--- config.mk ---
export PLATFORM = sky130hd
export DESIGN_NAME = sha2_message_scheduler_flat
export DESIGN_NICKNAME = d
export VERILOG_FILES = /design/src/rtl/sha2_pkg.sv /design/src/rtl/sha2_message_scheduler_if.sv /design/src/rtl/sha2_sched_word.sv /design/src/rtl/sha2_message_scheduler.sv /design/src/flat_wrapper.sv
export SDC_FILE = /design/constraint.sdc
export NUM_CORES = 1
export LEC_CHECK = 0
export CAP_MARGIN = 10
export CORE_MARGIN = 4
export CORE_UTILIZATION = 57
export CTS_BUF_LIST = sky130_fd_sc_hd__clkbuf_8
export DETAILED_ROUTE_END_ITERATION = 8
export PLACE_DENSITY = 0.78
export SLEW_MARGIN = 5
export SYNTH_ARGS = -nofsm -noshare
export SYNTH_HDL_FRONTEND = slang
export SYNTH_SLANG_ARGS = --single-unit
--- constraint.sdc ---
create_clock -name clk -period 12.6 [get_ports clk]
set_input_delay 1.26 -clock clk [delete_from_list [all_inputs] [get_ports clk]]
set_output_delay 1.26 -clock clk [all_outputs]
set_load 0.05 [all_outputs]
--- src/rtl/sha2_pkg.sv ---
// Shared types, sigma rotation constants and sigma helpers for the SHA-2 message
// schedule expander.
package sha2_pkg;

  typedef enum logic {LOAD = 1'b0, EXPAND = 1'b1} state_e;

  localparam int IDX_W = 7;

  localparam int S0_256_A = 7;
  localparam int S0_256_B = 18;
  localparam int S0_256_S = 3;
  localparam int S1_256_A = 17;
  localparam int S1_256_B = 19;
  localparam int S1_256_S = 10;
  localparam int S0_512_A = 1;
  localparam int S0_512_B = 8;
  localparam int S0_512_S = 7;
  localparam int S1_512_A = 19;
  localparam int S1_512_B = 61;
  localparam int S1_512_S = 6;

  function automatic int rounds_for(input int word_width);
    return (word_width == 32) ? 64 : 80;
  endfunction

  function automatic logic [31:0] rotr32(input logic [31:0] x, input int n);
    return (x >> n) | (x << (32 - n));
  endfunction

  function automatic logic [63:0] rotr64(input logic [63:0] x, input int n);
    return (x >> n) | (x << (64 - n));
  endfunction

  function automatic logic [31:0] ssig0_256(input logic [31:0] x);
    return rotr32(x, S0_256_A) ^ rotr32(x, S0_256_B) ^ (x >> S0_256_S);
  endfunction

  function automatic logic [31:0] ssig1_256(input logic [31:0] x);
    return rotr32(x, S1_256_A) ^ rotr32(x, S1_256_B) ^ (x >> S1_256_S);
  endfunction

  function automatic logic [63:0] ssig0_512(input logic [63:0] x);
    return rotr64(x, S0_512_A) ^ rotr64(x, S0_512_B) ^ (x >> S0_512_S);
  endfunction

  function automatic logic [63:0] ssig1_512(input logic [63:0] x);
    return rotr64(x, S1_512_A) ^ rotr64(x, S1_512_B) ^ (x >> S1_512_S);
  endfunction

endpackage

--- src/rtl/sha2_message_scheduler_if.sv ---
// Stream bundle between block padder, schedule expander and round engine.
interface sha2_message_scheduler_if #(parameter int WORD_WIDTH = 32);
  import sha2_pkg::*;

  logic [WORD_WIDTH-1:0] in_data;
  logic                  in_valid;
  logic                  in_ready;
  logic [WORD_WIDTH-1:0] out_data;
  logic [IDX_W-1:0]      out_index;
  logic                  out_last;
  logic                  out_valid;
  logic                  out_ready;

  modport master (
    output in_data, in_valid, out_ready,
    input  in_ready, out_data, out_index, out_last, out_valid
  );

  modport slave (
    input  in_data, in_valid, out_ready,
    output in_ready, out_data, out_index, out_last, out_valid
  );

endinterface

--- src/rtl/sha2_sched_word.sv ---
// Combinational next-schedule-word: Wn = ssig1(W[t-2]) + W[t-7] + ssig0(W[t-15]) + W[t-16].
module sha2_sched_word
  import sha2_pkg::*;
#(
  parameter int WORD_WIDTH = 32
) (
  input  logic [WORD_WIDTH-1:0] i_w0,
  input  logic [WORD_WIDTH-1:0] i_w1,
  input  logic [WORD_WIDTH-1:0] i_w9,
  input  logic [WORD_WIDTH-1:0] i_w14,
  output logic [WORD_WIDTH-1:0] o_wn
);

  if (WORD_WIDTH == 32) begin : g_w32
    assign o_wn = ssig1_256(i_w14) + i_w9 + ssig0_256(i_w1) + i_w0;
  end else begin : g_w64
    assign o_wn = ssig1_512(i_w14) + i_w9 + ssig0_512(i_w1) + i_w0;
  end

endmodule

--- src/rtl/sha2_message_scheduler.sv ---
// Streaming SHA-2 message-schedule expander: 16 words in, ROUNDS schedule words out,
// one per cycle, through a single registered output slot.
module sha2_message_scheduler
  import sha2_pkg::*;
#(
  parameter int WORD_WIDTH = 32
) (
  input  logic clk,
  input  logic rst,
  input  logic abort,
  sha2_message_scheduler_if.slave s_if,
  output logic busy
);

  localparam int              ROUNDS   = rounds_for(WORD_WIDTH);
  localparam logic [IDX_W-1:0] LOAD_END = IDX_W'(15);
  localparam logic [IDX_W-1:0] LAST_T   = IDX_W'(ROUNDS - 1);

  if (WORD_WIDTH != 32 && WORD_WIDTH != 64) begin : g_bad_width
    $error("sha2_message_scheduler: WORD_WIDTH must be 32 or 64");
  end

  state_e                r_state;
  state_e                w_state_nxt;
  logic [IDX_W-1:0]      r_t;
  logic [WORD_WIDTH-1:0] r_win [16];
  logic [WORD_WIDTH-1:0] r_out_data;
  logic [IDX_W-1:0]      r_out_index;
  logic                  r_out_last;
  logic                  r_out_valid;

  logic                  w_slot_free;
  logic                  w_load_fire;
  logic                  w_exp_fire;
  logic                  w_fire;
  logic                  w_last_round;
  logic [WORD_WIDTH-1:0] w_wn;
  logic [WORD_WIDTH-1:0] w_new_word;

  sha2_sched_word #(.WORD_WIDTH(WORD_WIDTH)) u_word (
    .i_w0  (r_win[0]),
    .i_w1  (r_win[1]),
    .i_w9  (r_win[9]),
    .i_w14 (r_win[14]),
    .o_wn  (w_wn)
  );

  assign w_slot_free  = !r_out_valid || s_if.out_ready;
  assign w_last_round = (r_state == EXPAND) && (r_t == LAST_T);
  assign w_fire       = w_load_fire || w_exp_fire;
  assign w_new_word   = (r_state == LOAD) ? s_if.in_data : w_wn;

  always_comb begin
    w_state_nxt = r_state;
    w_load_fire = 1'b0;
    w_exp_fire  = 1'b0;
    case (r_state)
      LOAD: begin
        w_load_fire = s_if.in_valid && w_slot_free;
        if (w_load_fire && (r_t == LOAD_END)) w_state_nxt = EXPAND;
      end
      EXPAND: begin
        w_exp_fire = w_slot_free;
        if (w_exp_fire && (r_t == LAST_T)) w_state_nxt = LOAD;
      end
      default: w_state_nxt = LOAD;
    endcase
  end

  // Control state: abort flushes the block but leaves the window contents alone
  always_ff @(posedge clk) begin
    if (rst || abort) begin
      r_state     <= LOAD;
      r_t         <= '0;
      r_out_valid <= 1'b0;
      r_out_last  <= 1'b0;
    end else begin
      r_state <= w_state_nxt;
      if (w_fire) r_t <= w_last_round ? '0 : r_t + 1'b1;
      if (w_slot_free) begin
        r_out_valid <= w_fire;
        r_out_last  <= w_fire && w_last_round;
      end
    end
  end

  // Window shift and output data slot
  always_ff @(posedge clk) begin
    if (rst) begin
      for (int i = 0; i < 16; i++) r_win[i] <= '0;
      r_out_data  <= '0;
      r_out_index <= '0;
    end else if (!abort && w_fire) begin
      for (int i = 0; i < 15; i++) r_win[i] <= r_win[i+1];
      r_win[15]   <= w_new_word;
      r_out_data  <= w_new_word;
      r_out_index <= r_t;
    end
  end

  assign s_if.in_ready  = (r_state == LOAD) && w_slot_free;
  assign s_if.out_data  = r_out_data;
  assign s_if.out_index = r_out_index;
  assign s_if.out_last  = r_out_last;
  assign s_if.out_valid = r_out_valid;

  assign busy = (r_state == EXPAND) || (r_t != '0) || (r_out_valid && !r_out_last);

endmodule
--- src/flat_wrapper.sv ---
// flat-port wrapper written by rule: the top's interface ports become plain ports
module sha2_message_scheduler_flat import sha2_pkg::*;
#(
  parameter int WORD_WIDTH = 32
)
  (clk, rst, abort, busy, s_if_in_data, s_if_in_valid, s_if_out_ready, s_if_in_ready, s_if_out_data, s_if_out_index, s_if_out_last, s_if_out_valid);
  sha2_message_scheduler_if #(.WORD_WIDTH(WORD_WIDTH)) s_if_i ();
  input  logic clk;
  input  logic rst;
  input  logic abort;
  output logic busy;
  input wire logic [$bits(s_if_i.in_data)-1:0] s_if_in_data;
  input wire logic [$bits(s_if_i.in_valid)-1:0] s_if_in_valid;
  input wire logic [$bits(s_if_i.out_ready)-1:0] s_if_out_ready;
  output wire logic [$bits(s_if_i.in_ready)-1:0] s_if_in_ready;
  output wire logic [$bits(s_if_i.out_data)-1:0] s_if_out_data;
  output wire logic [$bits(s_if_i.out_index)-1:0] s_if_out_index;
  output wire logic [$bits(s_if_i.out_last)-1:0] s_if_out_last;
  output wire logic [$bits(s_if_i.out_valid)-1:0] s_if_out_valid;
  assign s_if_i.in_data = s_if_in_data;
  assign s_if_i.in_valid = s_if_in_valid;
  assign s_if_i.out_ready = s_if_out_ready;
  assign s_if_in_ready = s_if_i.in_ready;
  assign s_if_out_data = s_if_i.out_data;
  assign s_if_out_index = s_if_i.out_index;
  assign s_if_out_last = s_if_i.out_last;
  assign s_if_out_valid = s_if_i.out_valid;
  sha2_message_scheduler #(.WORD_WIDTH(WORD_WIDTH)) u_core (.clk(clk), .rst(rst), .abort(abort), .s_if(s_if_i), .busy(busy));
endmodule
# [After elaboration in Yosys (flattened, before gate mapping)]
# Memories as Yosys holds them, arrays and structs flattened.
# Cells that the tools add are included.
[op_classes] add_sub_neg=4 n_mul=0 div_mod_pow=0 order_cmp=0 eq_ne=2 shifts=0 mux=28 bitwise_logic=25 n_reduce_logical=17
[ops] op="$mux W32" n=17
[ops] op="$add A32 B32 Y32" n=3
[ops] op="$xor A32 B32 Y32" n=2
[ops] op="$or A13 B32 Y32" n=1
[ops] op="$or A14 B32 Y32" n=1
[ops] op="$or A15 B32 Y32" n=1
[ops] op="$or A25 B32 Y32" n=1
[ops] op="$xor A32 B22 Y32" n=1
[ops] op="$xor A32 B29 Y32" n=1
[ops] op="$or A1 B1 Y1" n=16
[ops] op="$mux W1" n=9
[ops] op="$logic_and A1 B1 Y1" n=8
[ops] op="$add A7 B1 Y7 const B" n=1
[ops] op="$eq A7 B4 Y1 const B" n=1
[ops] op="$eq A7 B6 Y1 const B" n=1
[ops] op="$mux W7" n=1
[ops] op="$reduce_bool A7 Y1" n=1
[ops] op="$logic_or A1 B1 Y1" n=5
[ops] op="$logic_not A1 Y1" n=3
[ops] op="$pmux W1 S2" n=1
[ops] op="$not A1 Y1" n=1
[totals] reg_bits=49 latchBits=0 mem_bits_rw=512 mem_bits_ro=0 input_bits=37 out_inout_bits=43 word_cells=83 memories=1
[mem_list] name="u_core.r_win" depth=16 width=32 read_ports=16 rd_ports_with_merged_regs=0 write_ports=16 line="sha2_message_scheduler.sv:26" text="logic [WORD_WIDTH-1:0] r_win [16];"

# [Depth between registers and ports, before layout]
# Gate-level depths: netlist of the first run.
[depth] depth_word=10 ltp_mapped=18 mapped_depth_nobuf=18

# [Hierarchy]
# From an unflattened synthesis of the first run, not the netlist that was laid out.
[unflattened] hier_cells=1852 hier_area_um2=25378.1
[by_module_without_submodules] mod="sha2_message_scheduler" n_inst=1 cells_per_inst=1349 area_per_inst_um2=21064.0 seq_area_each_um2=16355.7
[by_module_without_submodules] mod="sha2_sched_word" n_inst=1 cells_per_inst=503 area_per_inst_um2=4314.1 seq_area_each_um2=0.0

# [Worst setup path before layout of the first run]
# Ideal clock, no wire load.
[synth_path] path_type="input to register" start="input s_if_out_ready" end="memory u_core.r_win[0][0] (enable)" setup_time_ps=860 t_arrival_ps=12006 required_ps=11740 path_slack_ps=-266 path_stages=7 n_path_buf=2 path_cell_list="nand2b_1 > o21ai_0 > clkbuf_1 > nor2_1 > nor2_1 > clkbuf_8 > inv_1"
[synth_lines] element="from (decl)" line="flat_wrapper.sv:14" text="input wire logic [$bits(s_if_i.out_ready)-1:0] s_if_out_ready;"
[synth_lines] element="to (decl)" line="sha2_message_scheduler.sv:26"

==> impl_metrics.json, run 1 <==
{
  "path_class": "reg -> reg",
  "power_mw": 5.11,
  "chipHeight_um": 219,
  "fp.dieArea_sq_um": 47800,
  "cts_tree": "yes",
  "ctsResizeCount": 0,
  "grt_pass1_vias": 13876,
  "syn_area_sq_um": 25300,
  "critical_path.max_fanout": 4,
  "hp-start": "u_core.s_if.out_index[0]",
  "rsz0062_at_grt": "false",
  "drt_iter0_markers": 1078,
  "hold_viol_final": 0,
  "drive_above_1_share_pct": 7.14,
  "place_congestion": 0.932,
  "diodes": 0,
  "hold_ws_ps": 456,
  "peakVddDrop_v": 0.000128,
  "grt.total_usage_pct": 21.6,
  "synth_enable_flop_cells": 512,
  "cts.path.max_buffers": 3,
  "grt_pass1_wl_um": 78500,
  "hold_path_depth": 2,
  "max_freq_mhz": 196,
  "regArea_sq_um": 16400,
  "powerDensity_nw_per_um2": 181,
  "postRouteAntennaNets": 0,
  "clock-sinks": 561,
  "postCtsSetupBuffers": 0,
  "cts_made_buffers": 89,
  "ys_seq_elements": 561,
  "slew_violations": 0,
  "core-area_sq_um": 43500,
  "die_w_um": 219,
  "tns_ps": 0,
  "ios": 80,
  "initial_core_util_pct": 58.2,
  "wl_um": 50300,
  "dominantRegCellSynth": "edfxtp_1",
  "synth_area_per_cell_sq_um": 13.5,
  "placed_area_sq_um": 26600,
  "final_nets": 2109,
  "pre_cts_slack_ps": 7150,
  "synth_top_area_share_pct": 60.7,
  "status": "finished, final reports clean",
  "antenna_found_initial": 3,
  "grt_max_degree": 293,
  "root_buffer": "clkbuf_8",
  "r2r_start": "u_core.r_win[0][51]",
  "hold_class": "reg -> reg",
  "setup_viol": 0,
  "leakage_nw": 10.8,
  "tightest_slew_ps": 1200,
  "ys_async_sr_fraction_pct": 0,
  "r2r_setup_slack_ps": 7490,
  "min_delay_worst_endpoint": "u_core.s_if.out_index[0]",
  "regToRegEndpoint": "u_core.r_win[0][511]",
  "synth_commonest_cells": "512 x edfxtp_1, 294 x and2_1, 167 x nor2b_1, 148 x inv_1, 130 x xnor2_1",
  "wl_per_cell_um": 19.1,
  "ff2ff_path_depth": 18,
  "drcViolationCount": 0,
  "area_growth_pct": 11.6,
  "clkLatencyLatePin_ps": 660,
  "period_needed_ps": 5110,
  "critPathLaunchType": "flip-flop",
  "worst_setup_path_end_kind": "flip-flop",
  "ys_warn_count": 0,
  "synthTopCellsByArea": "edfxtp_1 61%, and2_1 7.3%, fa_1 4.9%, xnor2_1 4.5%, nor2b_1 4.1%",
  "ys_seq_area_share_pct": 64.6,
  "synth.most_common_cell": "edfxtp_1",
  "crit_required_ps": 13080,
  "ys_types": 62,
  "multi_input_area_sq_um": 8020,
  "min_period_over_period_pct": 40.6,
  "h-tree-depth": 3,
  "final_cell_area_sq_um": 28200,
  "clk_pin_slew_ps": 60,
  "arrival_ps": 5590,
  "via_count": 13785,
  "dp.final_hpwl_um": 33000,
  "synthCells": 1880,
  "relSlewSlack_pct": 20.0,
  "synth.largest_area_cell": "edfxtp_1",
  "fin_ws_ps": 7490,
  "clock_skew_ps": 20.3,
  "fill_cells": 3195,
  "io_buffers": 79,
  "grt-ovfl-total": 0,
  "rows": 76,
  "cap_violations": 0,
  "vias_per_cell": 5.24,
  "synth.net_count": 2012,
  "firstDrtPassIters": 5,
  "cts_hold_buf": 0
}
==> cell families after synthesis <==
group / after synthesis / synth area share [%]
simple gates: 668 / 15.0
flops: 561 / 64.6
buf+inv: 232 / 3.76
xor+xnor: 152 / 5.26
compound gates: 143 / 3.65
fa+ha+maj: 95 / 6.53
mux: 29 / 1.15
==> sequential cells by signal, summed over array words and instances (netlist names) <==
| name | flops |
|---|---|
| u_core.s_if.out_valid | 1 |
| u_core.s_if.out_last | 1 |
| u_core.s_if.out_data | 32 |
| u_core.s_if.out_index | 7 |
| u_core.r_t | 7 |
| u_core.r_state | 1 |
| u_core.r_win | 512 |
==> per-layer routing <==
metal  track usage (%)  share of wire, %
met5                 0                 0
met1              31.6                45
met3              4.80               6.3
met4              6.13               2.2
met2              32.9                46
==> report_power, final <==
| group | internal (mW) | switching, mW |
|---|---|---|
| sequential | 2.17 | 0.0638 |
| clock | 0.759 | 0.695 |
| combinational | 0.538 | 0.884 |
| total | 3.46 | 1.64 |
==> cells in the final DEF (no fill, tap or decap), drive strengths merged, types with 39 or more instances in the layout <==
| cell | netlist | routed |
|---|---|---|
| and2 | 297 | 297 |
| nor2 | 105 | 105 |
| edfxtp | 512 | 512 |
| nand2 | 46 | 46 |
| nor2b | 167 | 167 |
| clkdlybuf4s50 | 0 | 78 |
| clkbuf | 76 | 95 |
| inv | 148 | 180 |
| o21ai | 39 | 39 |
| dfxtp | 49 | 49 |
| xnor2 | 130 | 130 |
| fa | 62 | 62 |
==> worst max-delay path, cell delays in order, from the launching register on <==
cell      delay [ps]
edfxtp_1         470
xnor2_1          190
xnor2_1          400
fa_1             490
inv_1            100
fa_1             400
inv_1             70
ha_1             160
inv_1             60
fa_1             400
or2b_2           320
a21o_2           230
a2111o_1         420
a21oi_2          210
a31oi_1          140
o31a_1           310
xnor2_1          150
and2_2           230
nor3_1           190
==> through the flow <==
stage          instances  utilization, %
2_1_floorplan       1880               -
3_3_place_gp        2471            61.1
3_5_place_dp        2471            61.1
4_1_cts             2631            65.0
5_1_grt             2631            65.0
6_report            2631            65.0
==> final cells by class <==
class	count	share of cell area, %
well taps	585	2.59
clock inverters	65	1.28
clock buffers	95	4.63
repair buffers	90	3.19
multi-input cells	1087	28.4
inverters	148	1.98
flip-flops and latches	561	57.9
==> how the worst max path moves through the flow <==
stage | start | end | slack (ps) | cells after the start
floorplan | s_if_out_ready | u_core.r_win[0][0] | 2040 | 7
global placement | s_if_out_ready | u_core.r_win[0][295] | 7180 | 8
detailed placement | s_if_out_ready | u_core.r_win[0][65] | 7150 | 8
CTS | u_core.r_win[0][51] | u_core.r_win[0][511] | 7510 | 18
global route | u_core.r_win[0][51] | u_core.r_win[0][511] | 7210 | 18
finish | u_core.r_win[0][51] | u_core.r_win[0][511] | 7490 | 18
(Power assumes the default switching activity.)
==> run 2: changes to the inputs <==
==> constraint.sdc (replaced) <==
create_clock -name clk -period 4.6 [get_ports clk]
set_input_delay 0.46 -clock clk [delete_from_list [all_inputs] [get_ports clk]]
set_output_delay 0.46 -clock clk [all_outputs]
set_load 0.05 [all_outputs]
==> run 2 against run 1 <==
The flow now finishes with violations (setup timing). Critical path depth shrank 2. Die area unchanged. Critical path type unchanged. Core utilization is 2.8 points higher. Sequential power grew to 2.7 times the previous value. Via count rose by 4.3%. Worst setup slack worse by 7500 ps. Power rose to 2.9 times the previous value. Final cell count increased by 4.2%.
==> impl_metrics.json, run 2 (synthesis gave the netlist of run 1 again) <==
{
  "place_inst": 2566,
  "place_congestion": 0.914,
  "grt_pass1_vias": 14550,
  "clock-sinks": 561,
  "dp.final_hpwl_um": 37000,
  "relSlewSlack_pct": 22.9,
  "postRouteAntennaNets": 0,
  "m1WireLength_um": 23300,
  "root_buffer": "clkbuf_8",
  "top_register": "u_core.r_win",
  "setup_viol": 2,
  "pre_cts_slack_ps": -168,
  "cts_made_buffers": 89,
  "antenna_found_initial": 1,
  "most-common-layout-cells": "512 x edfxtp_1, 294 x and2_1, 178 x inv_1, 167 x nor2b_1, 110 x xnor2_1",
  "min_period_over_period_pct": 101,
  "rsz0062_at_grt": "true",
  "fill_cells": 3119,
  "topRoutingLayerUsed": "met4",
  "hold_viol_final": 0,
  "vias_per_cell": 5.25,
  "rows": 76,
  "drive_above_1_share_pct": 13.8,
  "initial_core_util_pct": 58.2,
  "placed_area_sq_um": 27300,
  "drt_iter0_markers": 1179,
  "critical_path.max_fanout": 3,
  "die_w_um": 219,
  "wl_um": 54300,
  "largest_register_ffs": 512,
  "leakage_nw": 11.6,
  "hold_path_depth": 2,
  "peakVddDrop_v": 0.000331,
  "drcViolationCount": 0,
  "io_buffers": 79,
  "cts_tree": "yes",
  "cts_hold_buf": 0,
  "hold_ws_ps": 370,
  "wl_per_cell_um": 19.8,
  "max_freq_mhz": 215,
  "via_count": 14380,
  "crit_required_ps": 4990,
  "arrival_ps": 5030,
  "h-tree-depth": 3,
  "r2r_setup_slack_ps": -40,
  "final_cells": 2741,
  "wl_met3_um": 4090,
  "power_mw": 14.9,
  "cap_violations": 0,
  "core-area_sq_um": 43500,
  "tns_ps": -42.4,
  "critPathLaunchType": "flip-flop",
  "path_class": "reg -> reg",
  "slew_violations": 0,
  "fin_ws_ps": -41.4,
  "chipHeight_um": 219,
  "status": "finished, violations left",
  "clk_pin_slew_ps": 60,
  "clock_skew_ps": 28.4,
  "final_nets": 2214,
  "worst_setup_path_end_kind": "flip-flop",
  "fp.dieArea_sq_um": 47800,
  "utilization_pct": 67.8,
  "period_needed_ps": 4640,
  "hold_class": "in -> reg",
  "tightest_slew_ps": 1160,
  "cts.path.max_buffers": 3,
  "diodes": 0,
  "firstDrtPassIters": 5,
  "grt_max_degree": 193,
  "clkLatencyLatePin_ps": 680,
  "ff2ff_path_depth": 16,
  "powerDensity_nw_per_um2": 506,
  "area_growth_pct": 16.3,
  "violations": "setup timing",
  "grt-ovfl-total": 0,
  "grt.total_usage_pct": 23.4,
  "grt_pass1_wl_um": 83800,
  "final_cell_area_sq_um": 29400,
  "ios": 80,
  "met2WireLength_um": 25300,
  "final_common_cell": "edfxtp_1"
}
==> run 2: worst paths after layout <==
path,startpoint,to
worst min register to register,u_core.s_if.out_data[28],u_core.s_if.out_data[28]
worst max register to register,u_core.r_win[0][60],u_core.r_win[0][511]
worst max-delay path,u_core.r_win[0][60],u_core.r_win[0][511]
worst min-delay path,rst,u_core.s_if.out_data[17]
==> run 2: area by class of cell <==
cell class / count / area [sq um] / area share [%]
clock buffers: 92 / 1270 / 4.30
multi-input cells: 1087 / 8340 / 28.3
well taps: 585 / 732 / 2.49
repair buffers: 195 / 1740 / 5.90
flip-flops and latches: 561 / 16400 / 55.6
inverters: 148 / 559 / 1.90
clock inverters: 73 / 448 / 1.52
==> run 2: power by group <==
group          switching (mW)  internal (mW)
registers               0.146           5.93
clock network            1.95           2.15
logic                    2.69           2.02
total                    4.78           10.1
==> run 2: repair_timing <==
item                       in CTS  in global routing
gates resized for setup        18                 47
setup endpoints to repair      11                 30
pin swaps                       9                 25
gates cloned                    0                  0
buffers inserted                5                  5
==> run 2: layer usage <==
layer  track usage, %  vias up
met5                0        -
met4             7.37        0
met3             6.26      109
met2             36.3      451
met1             32.9     7071
li1                 -     6749
==> run 2: critical path, stage by stage, from the launching register on <==
cell	delay [ps]
edfxtp_1	460
xnor2_1	270
xnor2_1	180
fa_1	550
inv_1	70
fa_1	530
inv_1	40
ha_1	330
and2_2	160
or4b_1	470
a2111o_1	370
a21oi_2	200
a31oi_2	130
o31a_1	260
xnor2_1	140
and2_4	170
nor3_2	40
==> run 3: changes to the inputs <==
--- a/config.mk
+++ b/config.mk
@@ -11,7 +11,7 @@
 export CTS_BUF_LIST = sky130_fd_sc_hd__clkbuf_8
 export DETAILED_ROUTE_END_ITERATION = 8
 export PLACE_DENSITY = 0.78
-export SLEW_MARGIN = 5
+export SLEW_MARGIN = 40
 export SYNTH_ARGS = -nofsm -noshare
 export SYNTH_HDL_FRONTEND = slang
 export SYNTH_SLANG_ARGS = --single-unit
==> run 3 against run 2 <==
The run still ends with setup timing left. Non-clock buffer count up 3. Wire length about the same. Maximum frequency up 0.71%. Combinational power about the same.
==> impl_metrics.json, run 3 (synthesis gave the netlist of run 1 again) <==
{
  "status": "finished, violations left",
  "violations": "setup timing",
  "via_count": 14308,
  "wl_per_cell_um": 19.8,
  "final_cell_area_sq_um": 29400,
  "peakVddDrop_v": 0.000280,
  "most-common-layout-cells": "512 x edfxtp_1, 294 x and2_1, 169 x inv_1, 167 x nor2b_1, 119 x xnor2_1",
  "area_growth_pct": 16.3,
  "clk_pin_slew_ps": 60,
  "grt-ovfl-total": 0,
  "clkLatencyLatePin_ps": 680,
  "placed_area_sq_um": 27500,
  "leakage_nw": 11.5,
  "grt.total_usage_pct": 23.3,
  "critical-path-top-delay-family": "adder cells",
  "die_w_um": 219,
  "r2r_setup_slack_ps": -9,
  "cts_made_buffers": 88,
  "grt_max_degree": 156,
  "clock-sinks": 561,
  "h-tree-depth": 3,
  "hold_class": "in -> reg",
  "cp-startpoint": "u_core.r_win[0][468]",
  "firstDrtPassIters": 5,
  "top_register": "u_core.r_win",
  "cts_tree": "yes",
  "arrival_ps": 4980,
  "root_buffer": "clkbuf_8",
  "grt_pass1_wl_um": 83500,
  "ff2ff_path_depth": 17,
  "max_freq_mhz": 217,
  "setup_viol": 1,
  "rsz0062_at_grt": "true",
  "r2r_start": "u_core.r_win[0][468]",
  "io_buffers": 79,
  "wl_um": 54200,
  "chipHeight_um": 219,
  "fill_cells": 3092,
  "final_cells": 2737,
  "powerDensity_nw_per_um2": 503,
  "path_class": "reg -> reg",
  "dp.final_hpwl_um": 37500,
  "clock_skew_ps": 44.1,
  "place_inst": 2571,
  "largest_register_ffs": 512,
  "period_needed_ps": 4610,
  "endpoint": "u_core.r_win[0][511]",
  "fin_ws_ps": -8.62,
  "final_common_cell": "edfxtp_1",
  "cp_num_buf_inv": 3,
  "max_stage_delay_ps": 550,
  "cp_slowest_cell": "fa_1",
  "critPathLaunchType": "flip-flop",
  "regToRegEndpoint": "u_core.r_win[0][511]",
  "tightest_slew_ps": 811,
  "cts.path.max_buffers": 3,
  "drive_above_1_share_pct": 13.2,
  "worst-path-stages": 17,
  "critical_path.cell_chain": "buf_4 > xnor2_2 > xnor2_1 > fa_1 > inv_1 > fa_1 > inv_1 > ha_1 > and2_2 > or4b_1 > a2111o_1 > a21oi_2 > a31oi_2 > o31a_1 > xnor2_1 > and2_4 > nor3_1",
  "core-area_sq_um": 43500,
  "drt_iter0_markers": 1123,
  "antenna_found_initial": 0,
  "place_congestion": 0.914,
  "fp.dieArea_sq_um": 47800,
  "grt_pass1_vias": 14485,
  "postRouteAntennaNets": 0,
  "critical_path.max_fanout": 3,
  "worst_setup_path_end_kind": "flip-flop",
  "cap_violations": 0,
  "final_nets": 2216,
  "diodes": 0,
  "rows": 76,
  "vias_per_cell": 5.23,
  "cts_hold_buf": 0,
  "crit_required_ps": 4970,
  "min_period_over_period_pct": 100,
  "drcViolationCount": 0,
  "hold_viol_final": 0,
  "relSlewSlack_pct": 45.9,
  "ios": 80,
  "initial_core_util_pct": 58.2,
  "slew_violations": 0
}
run 3: power by group:
| group | switching [mW] | internal, mW | total [mW] |
|---|---|---|---|
| Clock | 1.92 | 2.09 | 4.00 |
| Sequential | 0.147 | 5.93 | 6.08 |
| Combinational | 2.69 | 2.05 | 4.74 |
| Total | 4.75 | 10.1 | 14.8 |
run 3: cell type report:
class,instances,area (sq um),area share [%]
Multi-Input combinational cell,1087,8290,28.2
Sequential cell,561,16400,55.6
Timing Repair Buffer,198,1840,6.25
Tap cell,585,732,2.49
Clock buffer,92,1270,4.30
Clock inverter,66,394,1.34
Inverter,148,559,1.90
run 3: per-stage QoR:
step | utilization, % | setup TNS, ps | hold WS [ps] | setup slack, ps | power (mW)
4_1_cts | 67.3 | 0 | 282 | 0.455 | 14.6
5_1_grt | 67.7 | -1050 | 357 | -169 | 15.6
2_1_floorplan | - | -2409380 | 466 | -4710 | 8.99
3_5_place_dp | 63.2 | -843 | 450 | -180 | 10.5
6_report | 67.7 | -8.62 | 337 | -8.62 | 14.8
3_3_place_gp | 62.9 | -430 | 445 | -96.8 | 10.4
run 3: metal layers:
| metal | part of all wire (%) | GRT usage, % |
|---|---|---|
| met3 | 6.6 | 5.76 |
| met4 | 2.0 | 7.08 |
| met5 | 0 | 0 |
| met2 | 47 | 36.6 |
| met1 | 44 | 32.6 |
run 3: worst min-delay path by stage:
stage                              from                  endpoint  cells after the start
2_1_floorplan             u_core.r_t[6]             u_core.r_t[6]                      2
3_3_place_gp   u_core.s_if.out_data[29]  u_core.s_if.out_data[29]                      2
6_report                            rst  u_core.s_if.out_data[17]                      2
4_1_cts                             rst  u_core.s_if.out_data[17]                      2
5_1_grt                             rst  u_core.s_if.out_data[17]                      2
3_5_place_dp   u_core.s_if.out_data[28]  u_core.s_if.out_data[28]                      2
run 3: repair_timing:
action	4_1_cts	5_1_grt
buffers inserted	5	3
gates resized for setup	15	29
pin swaps	8	20
setup endpoints to repair	12	27
cloned	0	0
==> RTL change, RTL diff (config.mk and constraints of run 1) <==
Set the package constant `IDX_W` to 6 (it was 7).
--- a/src/rtl/sha2_pkg.sv
+++ b/src/rtl/sha2_pkg.sv
@@ -5,5 +5,5 @@
   typedef enum logic {LOAD = 1'b0, EXPAND = 1'b1} state_e;
 
-  localparam int IDX_W = 7;
+  localparam int IDX_W = 6;
 
   localparam int S0_256_A = 7;
Ports: changed (resized s_if_out_index); port bits go from 80 to 79. The function was not compared with the original's and may differ.
==> RTL change against run 1 <==
Worst setup slack worse by 1.3 ns; wire length up 8.8%; synthesized area about the same; power about the same; highest routed layer unchanged; largest power group unchanged; critical endpoint is now u_core.r_win[0][237]; sequential cell count down 2; synthesized cell count up 1.8%; first-iteration DRC count up 42%; clock power down 4%; cell area down 0.57%.
==> RTL change: results (changes against run 1) <==
| Metric | Value |
|---|---|
| Via density | 5.61 (+7.1%) |
| CP Class | in -> reg |
| R2r endpoint | u_core.r_win[0][237] |
| Clk power | 0.00139 W (-4%) |
| Slowest cell on crit path | buf_4 |
| Reg2Reg Launch Point | u_core.s_if.out_valid |
| FF-to-FF setup slack | 6.87 ns (-0.62 ns) |
| CP top delay family | buffers and inverters |
| Input/output buffers | 78 (-1.3%) |
| GRT Resource Usage Total | 0.231 (+0.0153) |
| Worst Reg2Reg Path Length in Cells | 9 (-9) |
| Routability Congestion | 0.938 (+0.67%) |
| Post-synthesis cell count | 1913 (+1.8%) |
| NetSw | 0.00168 W (+2.5%) |
| Pre-CTS setup slack | 5.61 ns (-1.54 ns) |
| Hold Path Depth | 2 (unchanged) |
| Fillers | 3212 (+0.53%) |
| H-tree Lvls | 3 (unchanged) |
| Initial antenna violation count | 0 (-3) |
| Post-synth top cells | edfxtp_1 (512), and3_1 (300), nor2b_1 (163) |
| Hold endpoint | u_core.s_if.out_index[3] |
| Fmax | 0.157 GHz (-20%) |
| CP startpoint | s_if_out_ready |
| Pint | 0.00342 W (-1.3%) |
| Total wire length | 54700 um (+8.8%) |
| Status | finished clean |
| Synth top area cells | edfxtp_1 (61%), and3_1 (7.4%), fa_1 (4.9%) |
| Ratio of cells with drive above 1 in the final layout | 0.0725 (+0.00115) |
| Clock Skew | 0.0272 ns (+0.00695 ns) |
| Worst stage delay on the critical path | 1.04 ns (+0.55 ns) |
| Syn nets | 2045 (+1.6%) |
| Hold WS | 0.456 ns (+0.00000200 ns) |
| Hold Startpoint | u_core.s_if.out_index[3] |
| Largest net degree at the start of global routing | 212 (-28%) |
| Peak VDD IR | 0.144 mV (+12%) |
| Worst-Margin Slew | 1.20 ns (-0.000221 ns) |
| Detailed Place HPWL | 35300 um (+7.1%) |
[RTL change: cell count changes after synthesis, moves of 9 or more]
cell and change:
o21ai_0 -23, and3_1 +300, mux2i_1 -16, xnor2_1 -10, clkbuf_1 +38, a21o_1 +16
and2_1 -293, a21oi_1 +12, nand2b_1 -9
[RTL change: cell type report]
class | count | area (um^2) | share of cell area
Timing Repair Buffer | 90 | 885 | 0.0315
Sequential cell | 559 | 16300 | 0.581
Multi-Input combinational cell | 1090 | 8020 | 0.286
Tap cell | 585 | 732 | 0.0261
Inverter | 147 | 556 | 0.0198
Clock inverter | 63 | 305 | 0.0109
Clock buffer | 92 | 1270 | 0.0451
[RTL change: per-stage QoR]
step / utilization / area [um^2]
after global routing: 0.646 / 28100
after detailed placement: 0.610 / 26500
final: 0.646 / 28100
after floorplan: - / 25300
after CTS: 0.646 / 28100
after global placement: 0.610 / 26500
[RTL change: cell families (layout without fill, tap and decap cells)]
| group | count (synthesis) | after routing | synth area share |
|---|---|---|---|
| fa+ha+maj | 95 | 95 | 0.0653 |
| mux | 13 | 13 | 0.00514 |
| buf+inv | 264 | 392 | 0.0396 |
| flops | 559 | 559 | 0.644 |
| xor+xnor | 148 | 148 | 0.0512 |
| compound gates | 148 | 148 | 0.0406 |
| simple gates | 686 | 686 | 0.154 |
[RTL change: per-layer routing]
| metal | global-route usage | up-vias | wire length [um] |
|---|---|---|---|
| met2 | 0.347 | 501 | 25100 |
| met1 | 0.327 | 7276 | 23400 |
| met3 | 0.0680 | 121 | 4330 |
| met5 | 0 | - | 0 |
| li1 | - | 6838 | - |
| met4 | 0.0788 | 0 | 1820 |
[RTL change: tightest hold or removal path, delay by kind of cell (launching register included)]
family	cells	cell delay (ns)
simple gates	1	0.05
compound gates	1	0.05
flops	1	0.31
